[src/rtl/pipeline_hazard_ctrl.sv]
// Stall/flush/redirect controller for the 5-stage pipeline.
// Handles load-use, branches, memory waits, divides, MEM exceptions.
module pipeline_hazard_ctrl #(
    parameter int              XLEN     = 32,
    parameter logic [XLEN-1:0] TRAP_VEC = 32'h0000_0100,
    parameter int              CNT_W    = 32
) (
    input  logic             clk,
    input  logic             rst_n,
    input  logic [4:0]       i_id_rs1,
    input  logic [4:0]       i_id_rs2,
    input  logic             i_id_rs1_used,
    input  logic             i_id_rs2_used,
    input  logic [4:0]       i_ex_rd,
    input  logic             i_ex_mem_read,
    input  logic             i_ex_is_div,
    input  logic             i_ex_br_taken,
    input  logic [XLEN-1:0]  i_ex_br_target,
    input  logic             i_mem_exc,
    input  logic [XLEN-1:0]  i_mem_pc,
    input  logic             i_div_done,
    input  logic             i_dmem_wait,
    input  logic             i_imem_wait,
    output logic             o_pc_stall,
    output logic             o_if_id_stall,
    output logic             o_id_ex_stall,
    output logic             o_ex_mem_stall,
    output logic             o_if_id_flush,
    output logic             o_id_ex_flush,
    output logic             o_ex_mem_flush,
    output logic             o_mem_wb_flush,
    output logic             o_pc_redirect,
    output logic [XLEN-1:0]  o_redirect_pc,
    output logic             o_div_start,
    output logic             o_div_kill,
    output logic [XLEN-1:0]  o_epc,
    output logic [CNT_W-1:0] o_stall_cnt,
    output logic [CNT_W-1:0] o_flush_cnt
);

    typedef enum logic [1:0] {
        S_RUN,
        S_DIV_WAIT,
        S_TRAP
    } state_t;

    state_t           r_state;
    state_t           w_state_nxt;
    logic [XLEN-1:0]  r_epc;
    logic [CNT_W-1:0] r_stall_cnt;
    logic [CNT_W-1:0] r_flush_cnt;

    logic            w_load_use;
    logic            w_pc_stall;
    logic            w_if_id_stall;
    logic            w_id_ex_stall;
    logic            w_ex_mem_stall;
    logic            w_if_id_flush;
    logic            w_id_ex_flush;
    logic            w_ex_mem_flush;
    logic            w_mem_wb_flush;
    logic            w_pc_redirect;
    logic [XLEN-1:0] w_redirect_pc;
    logic            w_div_start;
    logic            w_div_kill;
    logic            w_epc_ld;

    assign w_load_use = i_ex_mem_read && (i_ex_rd != 5'd0) &&
                        ((i_id_rs1_used && (i_id_rs1 == i_ex_rd)) ||
                         (i_id_rs2_used && (i_id_rs2 == i_ex_rd)));

    always_comb begin
        w_state_nxt    = r_state;
        w_pc_stall     = 1'b0;
        w_if_id_stall  = 1'b0;
        w_id_ex_stall  = 1'b0;
        w_ex_mem_stall = 1'b0;
        w_if_id_flush  = 1'b0;
        w_id_ex_flush  = 1'b0;
        w_ex_mem_flush = 1'b0;
        w_mem_wb_flush = 1'b0;
        w_pc_redirect  = 1'b0;
        w_redirect_pc  = '0;
        w_div_start    = 1'b0;
        w_div_kill     = 1'b0;
        w_epc_ld       = 1'b0;
        unique case (r_state)
            S_RUN: begin
                if (i_mem_exc) begin
                    w_pc_stall     = 1'b1;
                    w_if_id_flush  = 1'b1;
                    w_id_ex_flush  = 1'b1;
                    w_ex_mem_flush = 1'b1;
                    w_mem_wb_flush = 1'b1;
                    w_epc_ld       = 1'b1;
                    w_state_nxt    = S_TRAP;
                end else if (i_dmem_wait) begin
                    w_pc_stall     = 1'b1;
                    w_if_id_stall  = 1'b1;
                    w_id_ex_stall  = 1'b1;
                    w_ex_mem_stall = 1'b1;
                    w_mem_wb_flush = 1'b1;
                end else if (i_ex_is_div) begin
                    w_div_start    = 1'b1;
                    w_pc_stall     = 1'b1;
                    w_if_id_stall  = 1'b1;
                    w_id_ex_stall  = 1'b1;
                    w_ex_mem_flush = 1'b1;
                    w_state_nxt    = S_DIV_WAIT;
                end else if (i_ex_br_taken) begin
                    w_pc_redirect  = 1'b1;
                    w_redirect_pc  = i_ex_br_target;
                    w_if_id_flush  = 1'b1;
                    w_id_ex_flush  = 1'b1;
                end else if (w_load_use) begin
                    w_pc_stall     = 1'b1;
                    w_if_id_stall  = 1'b1;
                    w_id_ex_flush  = 1'b1;
                end else if (i_imem_wait) begin
                    w_pc_stall     = 1'b1;
                    w_if_id_flush  = 1'b1;
                end
            end
            S_DIV_WAIT: begin
                if (i_mem_exc) begin
                    w_div_kill     = 1'b1;
                    w_pc_stall     = 1'b1;
                    w_if_id_flush  = 1'b1;
                    w_id_ex_flush  = 1'b1;
                    w_ex_mem_flush = 1'b1;
                    w_mem_wb_flush = 1'b1;
                    w_epc_ld       = 1'b1;
                    w_state_nxt    = S_TRAP;
                end else if (i_dmem_wait) begin
                    w_pc_stall     = 1'b1;
                    w_if_id_stall  = 1'b1;
                    w_id_ex_stall  = 1'b1;
                    w_ex_mem_stall = 1'b1;
                    w_mem_wb_flush = 1'b1;
                end else if (i_div_done) begin
                    // EX/MEM is left free to capture the quotient
                    w_state_nxt    = S_RUN;
                end else begin
                    w_pc_stall     = 1'b1;
                    w_if_id_stall  = 1'b1;
                    w_id_ex_stall  = 1'b1;
                    w_ex_mem_flush = 1'b1;
                end
            end
            S_TRAP: begin
                w_pc_redirect  = 1'b1;
                w_redirect_pc  = TRAP_VEC;
                w_if_id_flush  = 1'b1;
                w_id_ex_flush  = 1'b1;
                w_ex_mem_flush = 1'b1;
                w_mem_wb_flush = 1'b1;
                w_state_nxt    = S_RUN;
            end
            default: w_state_nxt = S_RUN;
        endcase
    end

    // Reset must silence the pipeline controls without waiting for a clock
    assign o_pc_stall     = rst_n & w_pc_stall;
    assign o_if_id_stall  = rst_n & w_if_id_stall;
    assign o_id_ex_stall  = rst_n & w_id_ex_stall;
    assign o_ex_mem_stall = rst_n & w_ex_mem_stall;
    assign o_if_id_flush  = rst_n & w_if_id_flush;
    assign o_id_ex_flush  = rst_n & w_id_ex_flush;
    assign o_ex_mem_flush = rst_n & w_ex_mem_flush;
    assign o_mem_wb_flush = rst_n & w_mem_wb_flush;
    assign o_pc_redirect  = rst_n & w_pc_redirect;
    assign o_redirect_pc  = rst_n ? w_redirect_pc : '0;
    assign o_div_start    = rst_n & w_div_start;
    assign o_div_kill     = rst_n & w_div_kill;
    assign o_epc          = r_epc;
    assign o_stall_cnt    = r_stall_cnt;
    assign o_flush_cnt    = r_flush_cnt;

    always_ff @(posedge clk or negedge rst_n) begin
        if (!rst_n) begin
            r_state     <= S_RUN;
            r_epc       <= '0;
            r_stall_cnt <= '0;
            r_flush_cnt <= '0;
        end else begin
            r_state <= w_state_nxt;
            if (w_epc_ld)
                r_epc <= i_mem_pc;
            if (w_pc_stall)
                r_stall_cnt <= r_stall_cnt + CNT_W'(1);
            if (w_pc_redirect)
                r_flush_cnt <= r_flush_cnt + CNT_W'(1);
        end
    end

endmodule

[config.mk]
export PLATFORM = sky130hd
export DESIGN_NAME = pipeline_hazard_ctrl
export DESIGN_NICKNAME = d
export VERILOG_FILES = /design/src/rtl/pipeline_hazard_ctrl.sv
export SDC_FILE = /design/constraint.sdc
export NUM_CORES = 1
export LEC_CHECK = 0
export BUFFER_PORTS_ARGS = -buffer_cell sky130_fd_sc_hd__clkbuf_2
export CORE_UTILIZATION = 50
export CTS_CLUSTER_DIAMETER = 50
export DETAILED_ROUTE_END_ITERATION = 10
export PLACE_DENSITY = 0.86
export SYNTH_ARGS = -nofsm -noshare
export SYNTH_HDL_FRONTEND = slang
export SYNTH_SLANG_ARGS = --single-unit
[constraint.sdc]
create_clock -name clk -period 5.5 [get_ports clk]
set_input_delay 0.275 -clock clk [delete_from_list [all_inputs] [get_ports clk]]
set_output_delay 0.275 -clock clk [all_outputs]
set_load 0.03 [all_outputs]
## Yosys cells after proc, flatten, opt, wreduce, memory -nomap -nowiden

Index checks and enable logic that the tools add are counted.

| storage, ports and cells | value |
|---|---|
| output and inout bits | 139 |
| register bits | 98 |
| logic and storage cells | 99 |

| operators by class | value |
|---|---|
| equality and inequality tests | 8 |
| reduce and logical (&&, ||, !) cells | 9 |
| bitwise logic cells | 11 |
| multiplexer cells | 65 |
| add/sub/neg operators | 2 |

Operator list:

| cell | number |
|---|---|
| $mux W32 | 5 |
| $add A32 B1 Y32 const B | 2 |
| $pmux W32 S2 | 1 |
| $mux W1 | 44 |
| $mux W2 | 6 |
| $ne A3 B3 Y1 const B | 4 |
| $and A1 B1 Y1 | 11 |
| $eq A5 B5 Y1 | 2 |
| $pmux W1 S2 | 5 |
| $pmux W1 S3 | 3 |
| $reduce_bool A5 Y1 | 1 |
| $logic_and A1 B1 Y1 | 4 |
| $pmux W2 S2 | 1 |
| $reduce_and A4 Y1 | 1 |
| $eq A2 B1 Y1 const B | 1 |
| $eq A2 B2 Y1 const B | 1 |
| $logic_not A2 Y1 | 1 |
| $reduce_or A2 Y1 | 1 |
| $logic_or A1 B1 Y1 | 1 |

## Logic depth before layout (Yosys ltp)

Gate-level depths: netlist (run 1).

| depth | value |
|---|---|
| depth after elaboration | 11 |
| gate-level depth with buffers | 8 |
| depth with buffers taken out | 6 |

## Worst setup path before layout (run 1)

OpenSTA, ideal clock, no wires.

| path | value |
|---|---|
| kind | input port to output port |
| start point | input port i_ex_rd[1] |
| end point | output port o_if_id_flush |
| path buffers | 0 |
| data arrival time | 1.850 ns |
| path slack | 3.375 ns |
| stages | 5 |
| cell sequence | or4_1 > o21a_1 > nand2_1 > a21oi_1 > o21ai_0 |

| between the ends | value |
|---|---|
| cells in the longest elaborated chain, start to end | 11 |

RTL lines:

| element | RTL line | source |
|---|---|---|
| start: declaration | 14 | `input logic [4:0] i_ex_rd,` |
| $eq A5 B5 Y1 (on tied branches) | 69, 70 |  |
| $logic_and A1 B1 Y1 (on tied branches) | 69, 70 |  |
| $logic_or A1 B1 Y1 | 69 | `((i_id_rs1_used && (i_id_rs1 == i_ex_rd)) \|\|` |
| $logic_and A1 B1 Y1 (*) | 68 | `assign w_load_use = i_ex_mem_read && (i_ex_rd != 5'd0) &&` |
| $mux W1 (*) | 115 | `end else if (w_load_use) begin` |
| $mux W1 (*) | 110 | `end else if (i_ex_br_taken) begin` |
| $mux W1 (*) | 103 | `end else if (i_ex_is_div) begin` |
| $mux W1 (*) | 97 | `end else if (i_dmem_wait) begin` |
| $mux W1 (*) | 89 | `if (i_mem_exc) begin` |
| $pmux W1 S3 (*) | 87 | `unique case (r_state)` |
| $and A1 B1 Y1 (*) | 168 | `assign o_if_id_flush = rst_n & w_if_id_flush;` |
| end: declaration | 28 | `output logic o_if_id_flush,` |

Every way passes the cells marked *; elsewhere a longest branch is shown, timed or not.

## Worst setup path in the final report (run 1)

| path | value |
|---|---|
| start point | register r_state[0] |
| end point | output port o_pc_stall |

| between the ends | value |
|---|---|
| cells in the longest elaborated chain, start to end | 3 |

RTL lines:

| element | RTL line | source |
|---|---|---|
| start: declaration | 47 | `state_t r_state;` |
| start signal: assignment | 187 | `r_state <= w_state_nxt;` |
| $eq A2 B1 Y1 or $logic_not A2 Y1 (tied branches) | 87 |  |
| $pmux W1 S2 (*) | 87 |  |
| $and A1 B1 Y1 (*) | 164 | `assign o_pc_stall = rst_n & w_pc_stall;` |
| end: declaration | 24 | `output logic o_pc_stall,` |

Marks and branches as above.

==> results of run 1 <==
## metal layers
metal	global-route usage, %	vias to the layer above	wire, microns
li1	-	1880	-
met1	29.49	1899	4859
met2	41.99	154	5918
met3	6.044	12	696
met4	4.299	0	137
met5	0	-	0
## Yosys cell counts (2+ instances only)
library cell / number / share of area [%]
dfrtp_1: 98 / 52
xnor2_1: 37 / 6.8
and2_1: 35 / 4.6
xor2_1: 35 / 6.5
mux2_2: 34 / 8.1
nand2_1: 30 / 2.4
nor3_1: 19 / 2.0
nand3_1: 16 / 1.7
nor2_1: 15 / 1.2
nand4_1: 12 / 1.6
and3_1: 10 / 1.3
clkbuf_1: 8 / 0.63
inv_1: 8 / 0.63
nor4_1: 7 / 0.92
a21oi_1: 5 / 0.53
o21ai_0: 4 / 0.42
and4_1: 3 / 0.55
nand2b_1: 3 / 0.40
nor2_4: 3 / 0.71
nor2b_1: 3 / 0.40
nor3b_1: 3 / 0.47
nor4b_1: 3 / 0.55
buf_6: 2 / 0.47
ha_1: 2 / 0.53
o21a_1: 2 / 0.32
## how the worst min path moves through the flow
stage | to | cells after the start
4_1_cts | o_epc[6]$_DFFE_PN0P_ | 2
6_report | o_epc[6]$_DFFE_PN0P_ | 2
3_3_place_gp | o_stall_cnt[31]$_DFFE_PN0P_ | 1
3_5_place_dp | o_stall_cnt[31]$_DFFE_PN0P_ | 1
2_1_floorplan | o_epc[0]$_DFFE_PN0P_ | 0
5_1_grt | o_epc[11]$_DFFE_PN0P_ | 2
## flip-flops by register name, summed over array words and instances (netlist names)
register and cells:
r_state 2, o_stall_cnt 32, o_epc 32, o_flush_cnt 32
## report_power, final
group          switching, mW  internal (mW)  total [mW]
Combinational          0.355          0.191       0.546
Clock                  0.269          0.187       0.455
Sequential            0.0988          0.810       0.909
## kinds of logic after synthesis
family | after synthesis | synth area share [%]
fa+ha+maj | 2 | 0.5269
flops | 98 | 51.65
mux | 34 | 8.063
xor+xnor | 72 | 13.28
buf+inv | 20 | 1.923
compound gates | 20 | 3.795
simple gates | 172 | 20.76
## critical path, delay by kind of cell, from the launching register on
kind,cells,cell delay (ps)
AO/OA/AOI/OAI,2,1040
AND/OR/NAND/NOR,3,790
flip-flops,1,530
buffers and inverters,1,170
## cell type report
type,instances,share of cell area [%]
inverter,8,0.4831
sequential,98,39.45
multi-input combinational,300,35.59
clock inverter,6,0.9863
tap,129,2.597
timing repair buffer,230,18.68
clock buffer,10,2.214
## per-stage QoR
step / hold slack, ps / cells / util, % / instance area (sq um)
finish: 150.4 / 781 / 67.27 / 6216
global route: 129.2 / 781 / 67.27 / 6216
CTS: 133.5 / 781 / 67.27 / 6216
detailed placement: 318.7 / 764 / 65.01 / 6007
global placement: 311.0 / 764 / 65.01 / 6007
floorplan: -20.59 / 418 / - / 4748
## timing repair
| action | 4_1_cts | 5_1_grt |
|---|---|---|
| gates resized for setup | 0 | 0 |
| endpoints found under the hold margin | 45 | 0 |
| hold buffers | 1 | 0 |
==> results by group, run 1 <==
Floorplanning
  – Initial Util: 51.39%
  – Core Box Area: roughly 0.0092 sq mm
  – Die Ht: roughly 99 microns
  – FP Rows: 35
  – Overall die width: 99.45 microns
  – Top Ports: between 200 and 250
  – Die footprint: between 0.009 and 0.01 sq mm

Setup path
  – Reg-to-reg endpoint: o_stall_cnt[1]$_DFFE_PN0P_
  – Startpoint type of the worst setup path: flop
  – Critical path type: flop to output port
  – CP Max Fanout: 16
  – CP arrival: ~2900 ps
  – Critical path endpoint: o_pc_stall
  – Req. time, crit path: between 5000 and 6000 ps
  – Reg-to-Reg Start: r_state[0]$_DFFE_PN0P_
  – CP startpoint: r_state[0]$_DFFE_PN0P_
  – CP endpoint kind: output port
  – FF-to-FF path depth: 5
  – Slowest stage delay, CP: 760 ps
  – R2R Setup Slk: around 2900 ps
  – CP Cell Sequence: nor3_1 -> a21boi_0 -> a311oi_4 -> nor2_2 -> and2_1 -> clkbuf_2
  – Critical path's slowest cell: a311oi_4

Placement
  – Post-detail-place hpwl: 8887 microns
  – Port bufs: roughly 230
  – Worst slack, placed: around 2700 ps
  – Placer congestion estimate: 0.8263

STA
  – Achievable Freq: 316.5 MHz
  – PnR worst setup slack: 2340 ps
  – Setup TNS: 0 ps
  – RSZ-0062 raised after global routing: no
  – Fin. Hold Viols: 0
  – Period minus WS final: roughly 3200 ps
  – Period utilization: a little under three fifths
  – Worst Tran Pin Value: a little under 1000 ps
  – Slew headroom: 33.97%
  – Clock Skew: 16.27 ps
  – Final setup vio count: 0
  – Max-slew violations: 0

Yosys
  – Seq/Total Area, Yosys: around half
  – Fraction of registers with async set/reset: between 90% and 100%
  – Synth Warn #: 0
  – Mapped Nets: 510
  – Top_reg_cell synth: dfrtp_1
  – Avg Inst Size Synth: 11.36 sq um
  – Seq cells post-synth: 98
  – Syn Inst Count: 418
  – Post-synth EDFFs: 0
  – Synthesized cell area: 0.004748 sq mm
  – Distinct cell type count after synthesis: 46

CTS
  – CTS tree: yes
  – Worst-case clock buffer depth: 2
  – Clock Tree Root: clkbuf_8
  – TritonCTS Buffers: 9
  – Worst-Skew Late Latency: 350 ps
  – CTS Sinks: 98
  – Buffers inserted by post-CTS timing repair: 0
  – Clk pin slew, worst setup/hold paths: approximately 110 ps
  – Max H-tree Level: 3

Route
  – DR DRC count: 0
  – Via-per-instance ratio: 5.051
  – DR vias: 3945
  – Final wirelength: 11610 microns
  – DR iter-0 viols: 104
  – Routed Antenna Nets: 0
  – Drt pass-1 iters: 4
  – Routed WL per cell: between 10 and 15 microns

Job
  – Max_cap viols: 0

Run status
  – Status: completed

Final layout
  – Multi-input combinational cell area: 0.002212 sq mm
  – Layout cells sized above 1: a little under half
  – Most frequent cells in the layout: 227 x clkbuf_2, 98 x dfrtp_1, 37 x xnor2_1
  – Nets: between 700 and 800
  – # diodes: 0
  – Synth-to-layout area growth: 30.91%
  – Commonest non-fill, non-tap cell in the layout: clkbuf_2
  – Storage cell area: 0.002452 sq mm
  – Fillers: 747

Min path
  – HP Start: i_mem_pc[6]
  – Min-delay worst type: input port to flop

Global route
  – GRT overflow: 0
  – Initial antenna violation count: 0
  – Pin count of the biggest net entering global routing: 61
  – Tot GR Track Use: 23.66%
  – Vias in the first global route: between 3000 and 4000
  – First-pass GRT wire length: 18500 microns

Pwr
  – PD cells: 307.4 mW/mm^2
  – Peak supply drop: 225.0 uV
  – Lkg Pwr: roughly 3.1 nW
  – Total power: approximately 1.9 mW
(Power assumes the default switching activity.)
==> run 2, diff against run 1 <==
--- a/config.mk
+++ b/config.mk
@@ -6,10 +6,10 @@
 export NUM_CORES = 1
 export LEC_CHECK = 0
 export BUFFER_PORTS_ARGS = -buffer_cell sky130_fd_sc_hd__clkbuf_2
-export CORE_UTILIZATION = 50
+export CORE_UTILIZATION = 42
 export CTS_CLUSTER_DIAMETER = 50
 export DETAILED_ROUTE_END_ITERATION = 10
-export PLACE_DENSITY = 0.86
+export PLACE_DENSITY = 0.77
 export SYNTH_ARGS = -nofsm -noshare
 export SYNTH_HDL_FRONTEND = slang
 export SYNTH_SLANG_ARGS = --single-unit
==> constraint.sdc (replaced) <==
create_clock -name clk -period 2.7 [get_ports clk]
set_input_delay 0.135 -clock clk [delete_from_list [all_inputs] [get_ports clk]]
set_output_delay 0.135 -clock clk [all_outputs]
set_load 0.03 [all_outputs]
==> run 2 against run 1 <==
Combinational power up 110%. Register-to-register slack worse by 2400 ps. Utilization down 8.3 points. Largest power group unchanged. Via count up 1.7%. Clock skew down 7.3 ps.
==> results by group, run 2 (synthesis gave the netlist of run 1 again) <==
Floorplanning
  – Die footprint: 0.01173 sq mm
  – FP Rows: 38
  – Top Ports: between 200 and 250
  – Initial Util: 43.42%
  – Die Ht: 108.3 microns
  – Overall die width: 108.3 microns
  – Core Box Area: 0.01094 sq mm

CTS
  – Worst-case clock buffer depth: 2
  – CTS tree: yes
  – Max H-tree Level: 3
  – CTS Sinks: 98
  – TritonCTS Buffers: 9
  – Buffers inserted by post-CTS timing repair: 0
  – Worst-Skew Late Latency: 340 ps
  – Clk pin slew, worst setup/hold paths: roughly 70 ps
  – Clock Tree Root: clkbuf_16

Final layout
  – Most frequent cells in the layout: 227 x clkbuf_2, 98 x dfrtp_1, 37 x xnor2_1
  – Synth-to-layout area growth: 35.70%
  – Nets: roughly 740
  – # diodes: 0
  – Layout cells sized above 1: roughly 46%
  – Final instance area: 0.006444 sq mm
  – Commonest non-fill, non-tap cell in the layout: clkbuf_2

STA
  – Setup TNS: 0 ps
  – Period utilization: 92.51%
  – Slew headroom: 57.16%
  – Period minus WS final: 2498 ps
  – Fin. Hold Viols: 0
  – RSZ-0062 raised after global routing: no
  – Final setup vio count: 0
  – Clock Skew: about 9 ps
  – Max-slew violations: 0
  – Achievable Freq: between 400 and 500 MHz
  – Worst Tran Pin Value: 637.7 ps

Pwr
  – PD cells: 694.5 mW/mm^2
  – Lkg Pwr: 3.255 nW
  – NetSw: between 1 and 1.5 mW
  – Clock Power Share: 33.8%
  – Reg power frac: 41.2%
  – Total power: 4.475 mW
  – Internal power: about 3 mW
  – Sw frac: 33.14%
  – Peak supply drop: 564.3 uV
  – Combinational power share: 25.0%

Route
  – DR iter-0 viols: 152
  – Routed Antenna Nets: 0
  – Routed wl met3: 854 microns
  – Routed WL per cell: 14.95 microns
  – Met2 wire length: 5884 microns
  – DR vias: 4011
  – Via-per-instance ratio: 5.033
  – Drt pass-1 iters: 4
  – Final wirelength: 11910 microns
  – Max Used Layer: met4
  – DR DRC count: 0
  – DRT met1 WL: 5026 microns

Setup path
  – CP arrival: 2360 ps
  – R2R Setup Slk: roughly 520 ps
  – CP endpoint kind: output port
  – Startpoint type of the worst setup path: flop
  – Critical path type: flop to output port
  – Req. time, crit path: between 2000 and 3000 ps
  – CP Max Fanout: 16

Min path
  – Min-delay worst type: input port to flop

Run status
  – Status: completed

Global route
  – GRT overflow: 0
  – Initial antenna violation count: 0
  – Pin count of the biggest net entering global routing: 52
  – Tot GR Track Use: 20.65%
  – Vias in the first global route: 3933
  – First-pass GRT wire length: 18960 microns

Placement
  – Placer congestion estimate: 0.7997
  – Post-Place Cell Area: 0.006071 sq mm
  – Port bufs: 228
  – Post-detail-place hpwl: 9137 microns

Job
  – Max_cap viols: 0
-- run 2: cell types whose count changed in the layout (fill, tap and decap cells not counted), moves of 2 or more --
cell and delta:
buf_4 +4, bufinv_16 +3, clkbuf_16 +9, clkbuf_8 -9, clkinv_4 -3, inv_6 +2
-- run 2: what timing repair did --
item,CTS,global route
hold endpoints to repair,2,0
endpoints found under the setup margin,0,1
resized for setup,0,1
hold buffers,1,0
-- run 2: worst max-delay path, stage by stage, from the launching register on --
cell	delay, ps
dfrtp_1	510
nor3_2	320
a21boi_0	230
a311oi_4	290
buf_4	260
nor2_2	80
and2_1	160
clkbuf_2	170
-- run 2: metrics by stage --
| stage | hold WS (ps) | instances | utilization (%) | setup slack (ps) |
|---|---|---|---|---|
| after floorplan | -160.6 | 418 | - | 708.0 |
| after global placement | -40.35 | 780 | 55.51 | 488.6 |
| after detailed placement | -38.24 | 780 | 55.51 | 412.8 |
| after CTS | 11.98 | 797 | 58.88 | 49.54 |
| after global routing | 9.620 | 797 | 58.92 | 10.72 |
| final | 23.41 | 797 | 58.92 | 202.3 |
-- run 2: final cells by class --
| type | count | area, sq um |
|---|---|---|
| fillers | 932 | 4492 |
| flip-flops and latches | 98 | 2452 |
| multi-input cells | 300 | 2217 |
| repair buffers | 235 | 1211 |
| clock buffers | 10 | 239.0 |
| well taps | 140 | 175.2 |
| clock inverters | 6 | 118.9 |
| inverters | 8 | 30.03 |
-- run 2: per-layer routing --
metal | up-vias | GRT usage (%)
li1 | 1904 | -
met1 | 1949 | 26.64
met2 | 143 | 33.94
met3 | 15 | 6.269
met4 | 0 | 5.019
met5 | - | 0
-- run 2: path summary, 6_finish.rpt --
path                                        startpoint                           to  depth (start not counted)
max in group asynchronous                        rst_n  o_stall_cnt[29]$_DFFE_PN0P_                          3
max                             r_state[0]$_DFFE_PN0P_                   o_pc_stall                          7
min                                        i_mem_pc[5]         o_epc[5]$_DFFE_PN0P_                          2
min reg2reg                o_flush_cnt[31]$_DFFE_PN0P_  o_flush_cnt[31]$_DFFE_PN0P_                          1
min in group asynchronous                        rst_n       r_state[0]$_DFFE_PN0P_                          2
max reg2reg                     r_state[0]$_DFFE_PN0P_  o_stall_cnt[27]$_DFFE_PN0P_                          6
-- run 2: power groups by stage --
stage	clock, mW	sequential [mW]	combinational [mW]
global placement	0	1.86	1.10
CTS	1.55	1.84	1.13
floorplan	0	2.20	0.385
finish	1.51	1.84	1.12
detailed placement	0	1.87	1.13
global route	1.60	1.87	1.21
==> run 3, diff against run 2 <==
--- a/config.mk
+++ b/config.mk
@@ -6,10 +6,12 @@
 export NUM_CORES = 1
 export LEC_CHECK = 0
 export BUFFER_PORTS_ARGS = -buffer_cell sky130_fd_sc_hd__clkbuf_2
-export CORE_UTILIZATION = 42
+export CELL_PAD_IN_SITES_DETAIL_PLACEMENT = 0
+export CELL_PAD_IN_SITES_GLOBAL_PLACEMENT = 2
+export CORE_UTILIZATION = 25
 export CTS_CLUSTER_DIAMETER = 50
 export DETAILED_ROUTE_END_ITERATION = 10
-export PLACE_DENSITY = 0.77
+export PLACE_DENSITY_LB_ADDON = 0.1
 export SYNTH_ARGS = -nofsm -noshare
 export SYNTH_HDL_FRONTEND = slang
 export SYNTH_SLANG_ARGS = --single-unit
==> run 3 against run 2 <==
Combinational power barely moved. Fmax rose by 3.8%. Final cell count rose by 13%. Critical path type unchanged. Sequential cell count did not move. Worst hold slack got worse by 5.7 ps. Worst setup slack improved by 90 ps.
==> results by group, run 3 (synthesis gave the netlist of run 1 again) <==
STA
  – Final setup vio count: 0
  – RSZ-0062 raised after global routing: no
  – Clock Skew: 6.642 ps
  – Period minus WS final: about 2400 ps
  – PnR worst setup slack: 292.6 ps
  – Hold WS: around 18 ps
  – Period utilization: about nine tenths
  – Setup TNS: 0 ps
  – Slew headroom: between 50% and 60%
  – Fin. Hold Viols: 0
  – Achievable Freq: 415.4 MHz
  – Worst Tran Pin Value: 631.5 ps
  – Max-slew violations: 0

Global route
  – Vias in the first global route: roughly 4100
  – Pin count of the biggest net entering global routing: 46
  – Initial antenna violation count: 1
  – GRT overflow: 0
  – Tot GR Track Use: 14.59%
  – First-pass GRT wire length: 22110 microns

Floorplanning
  – Die Ht: between 100 and 150 microns
  – Die footprint: 0.01955 sq mm
  – FP Rows: 50
  – Top Ports: 229
  – Initial Util: 25.47%
  – Overall die width: roughly 140 microns
  – Core Box Area: 0.01864 sq mm

Final layout
  – Commonest non-fill, non-tap cell in the layout: clkbuf_2
  – Nets: 751
  – Final instance area: roughly 0.0066 sq mm
  – Fillers: 1962
  – Layout cells sized above 1: between 40% and 50%
  – Synth-to-layout area growth: 38.13%
  – Non-Filler Instances: 897
  – # diodes: 0
  – Most frequent cells in the layout: 227 x clkbuf_2, 98 x dfrtp_1, 37 x xnor2_1

Route
  – DR DRC count: 0
  – Final wirelength: 13560 microns
  – Routed WL per cell: 15.12 microns
  – Routed Antenna Nets: 0
  – DR iter-0 viols: 105
  – DR vias: 3968
  – Drt pass-1 iters: 4
  – Via-per-instance ratio: about 4.4

Placement
  – Port bufs: 228
  – Placer congestion estimate: 0.7543
  – Post-Place Cell Area: 0.006213 sq mm
  – Worst slack, placed: around 600 ps
  – Inst Count DP: 879
  – Post-detail-place hpwl: 10590 microns

Setup path
  – Reg-to-Reg Start: o_stall_cnt[3]$_DFFE_PN0P_
  – Critical path's slowest cell: dfrtp_1
  – CP Cell Sequence: nor3_1 -> buf_4 -> a21boi_0 -> a311oi_4 -> buf_4 -> nor2_2 -> and2_1 -> clkbuf_2
  – CP arrival: 2270 ps
  – Startpoint type of the worst setup path: flop
  – Req. time, crit path: around 2600 ps
  – R2R Setup Slk: 640 ps
  – Slowest stage delay, CP: 470 ps
  – CP endpoint kind: output port
  – Reg-to-reg endpoint: o_stall_cnt[30]$_DFFE_PN0P_
  – CP Max Fanout: 10
  – FF-to-FF path depth: 7
  – Critical Path Most Common Cell: buf_4
  – Critical path type: flop to output port

Pwr
  – Peak supply drop: 342.0 uV
  – PD cells: roughly 670 mW/mm^2
  – Lkg Pwr: 3.260 nW

CTS
  – Clk pin slew, worst setup/hold paths: 70 ps
  – Worst-Skew Late Latency: 350 ps
  – Clock Tree Root: clkbuf_16
  – Max H-tree Level: 3
  – CTS tree: yes
  – TritonCTS Buffers: 9
  – CTS Sinks: 98
  – Worst-case clock buffer depth: 2
  – Buffers inserted by post-CTS timing repair: 0

Min path
  – Hold endpoint: o_epc[12]$_DFFE_PN0P_
  – HP Start: i_mem_pc[12]
  – Hold path cells: 2
  – Min-delay worst type: input port to flop

Run status
  – Status: completed

Job
  – Max_cap viols: 0
[run 3: changes by cell type in the layout (fill, tap and decap cells not counted), sizes merged]
cell	before	now
bufinv	3	2
clkbuf	237	236
buf	7	12
dlygate4sd3	1	3
inv	11	9
clkinv	0	2
clkinvlp	0	1
[run 3: how the worst max path moves through the flow]
| stage | cells past startpoint | startpoint | endpoint |
|---|---|---|---|
| after floorplan | 6 | o_flush_cnt[5]$_DFFE_PN0P_ | o_flush_cnt[22]$_DFFE_PN0P_ |
| after global placement | 7 | i_ex_rd[1] | o_stall_cnt[27]$_DFFE_PN0P_ |
| after detailed placement | 7 | i_ex_rd[1] | o_stall_cnt[27]$_DFFE_PN0P_ |
| after CTS | 8 | r_state[0]$_DFFE_PN0P_ | o_pc_stall |
| after global routing | 8 | r_state[0]$_DFFE_PN0P_ | o_pc_stall |
| final | 8 | r_state[0]$_DFFE_PN0P_ | o_pc_stall |
[run 3: layout make-up]
type,count,area [sq um],area share (%)
sequential,98,2452,37.39
multi-input combinational,300,2212,33.73
inverter,8,30.03,0.4578
timing repair buffer,242,1256,19.15
clock buffer,9,225.2,3.434
clock inverter,6,90.09,1.374
tap,234,292.8,4.464
[run 3: stage by stage]
| stage | utilization, % | total power, mW |
|---|---|---|
| floorplan | - | 2.583 |
| global placement | 33.33 | 3.016 |
| detailed placement | 33.33 | 3.022 |
| CTS | 35.18 | 4.451 |
| global route | 35.18 | 4.625 |
| finish | 35.18 | 4.366 |
[run 3: power breakdown]
group | switching [mW] | internal, mW | total (mW)
clock network | 0.577 | 0.811 | 1.39
registers | 0.191 | 1.65 | 1.84
logic | 0.738 | 0.397 | 1.14
[run 3: what timing repair did]
item	in CTS	in global routing
hold buffers	3	0
resized for setup	0	0
endpoints found under the hold margin	55	0
[run 3: routing by layer]
metal	share of wire (%)	GRT usage (%)	routed length, microns	up-vias
li1	-	-	-	1910
met2	50	25.45	6757	142
met3	6.7	3.923	910	21
met4	2.3	6.767	308	2
met5	0.096	0	13	-
met1	41	16.56	5571	1893
[run 3: worst max-delay path: cells and delay by family, from the launching register on]
kind	cells	cell delay (ps)
buffers and inverters	3	560
flip-flops	1	470
AND/OR/NAND/NOR	3	450
AO/OA/AOI/OAI	2	460
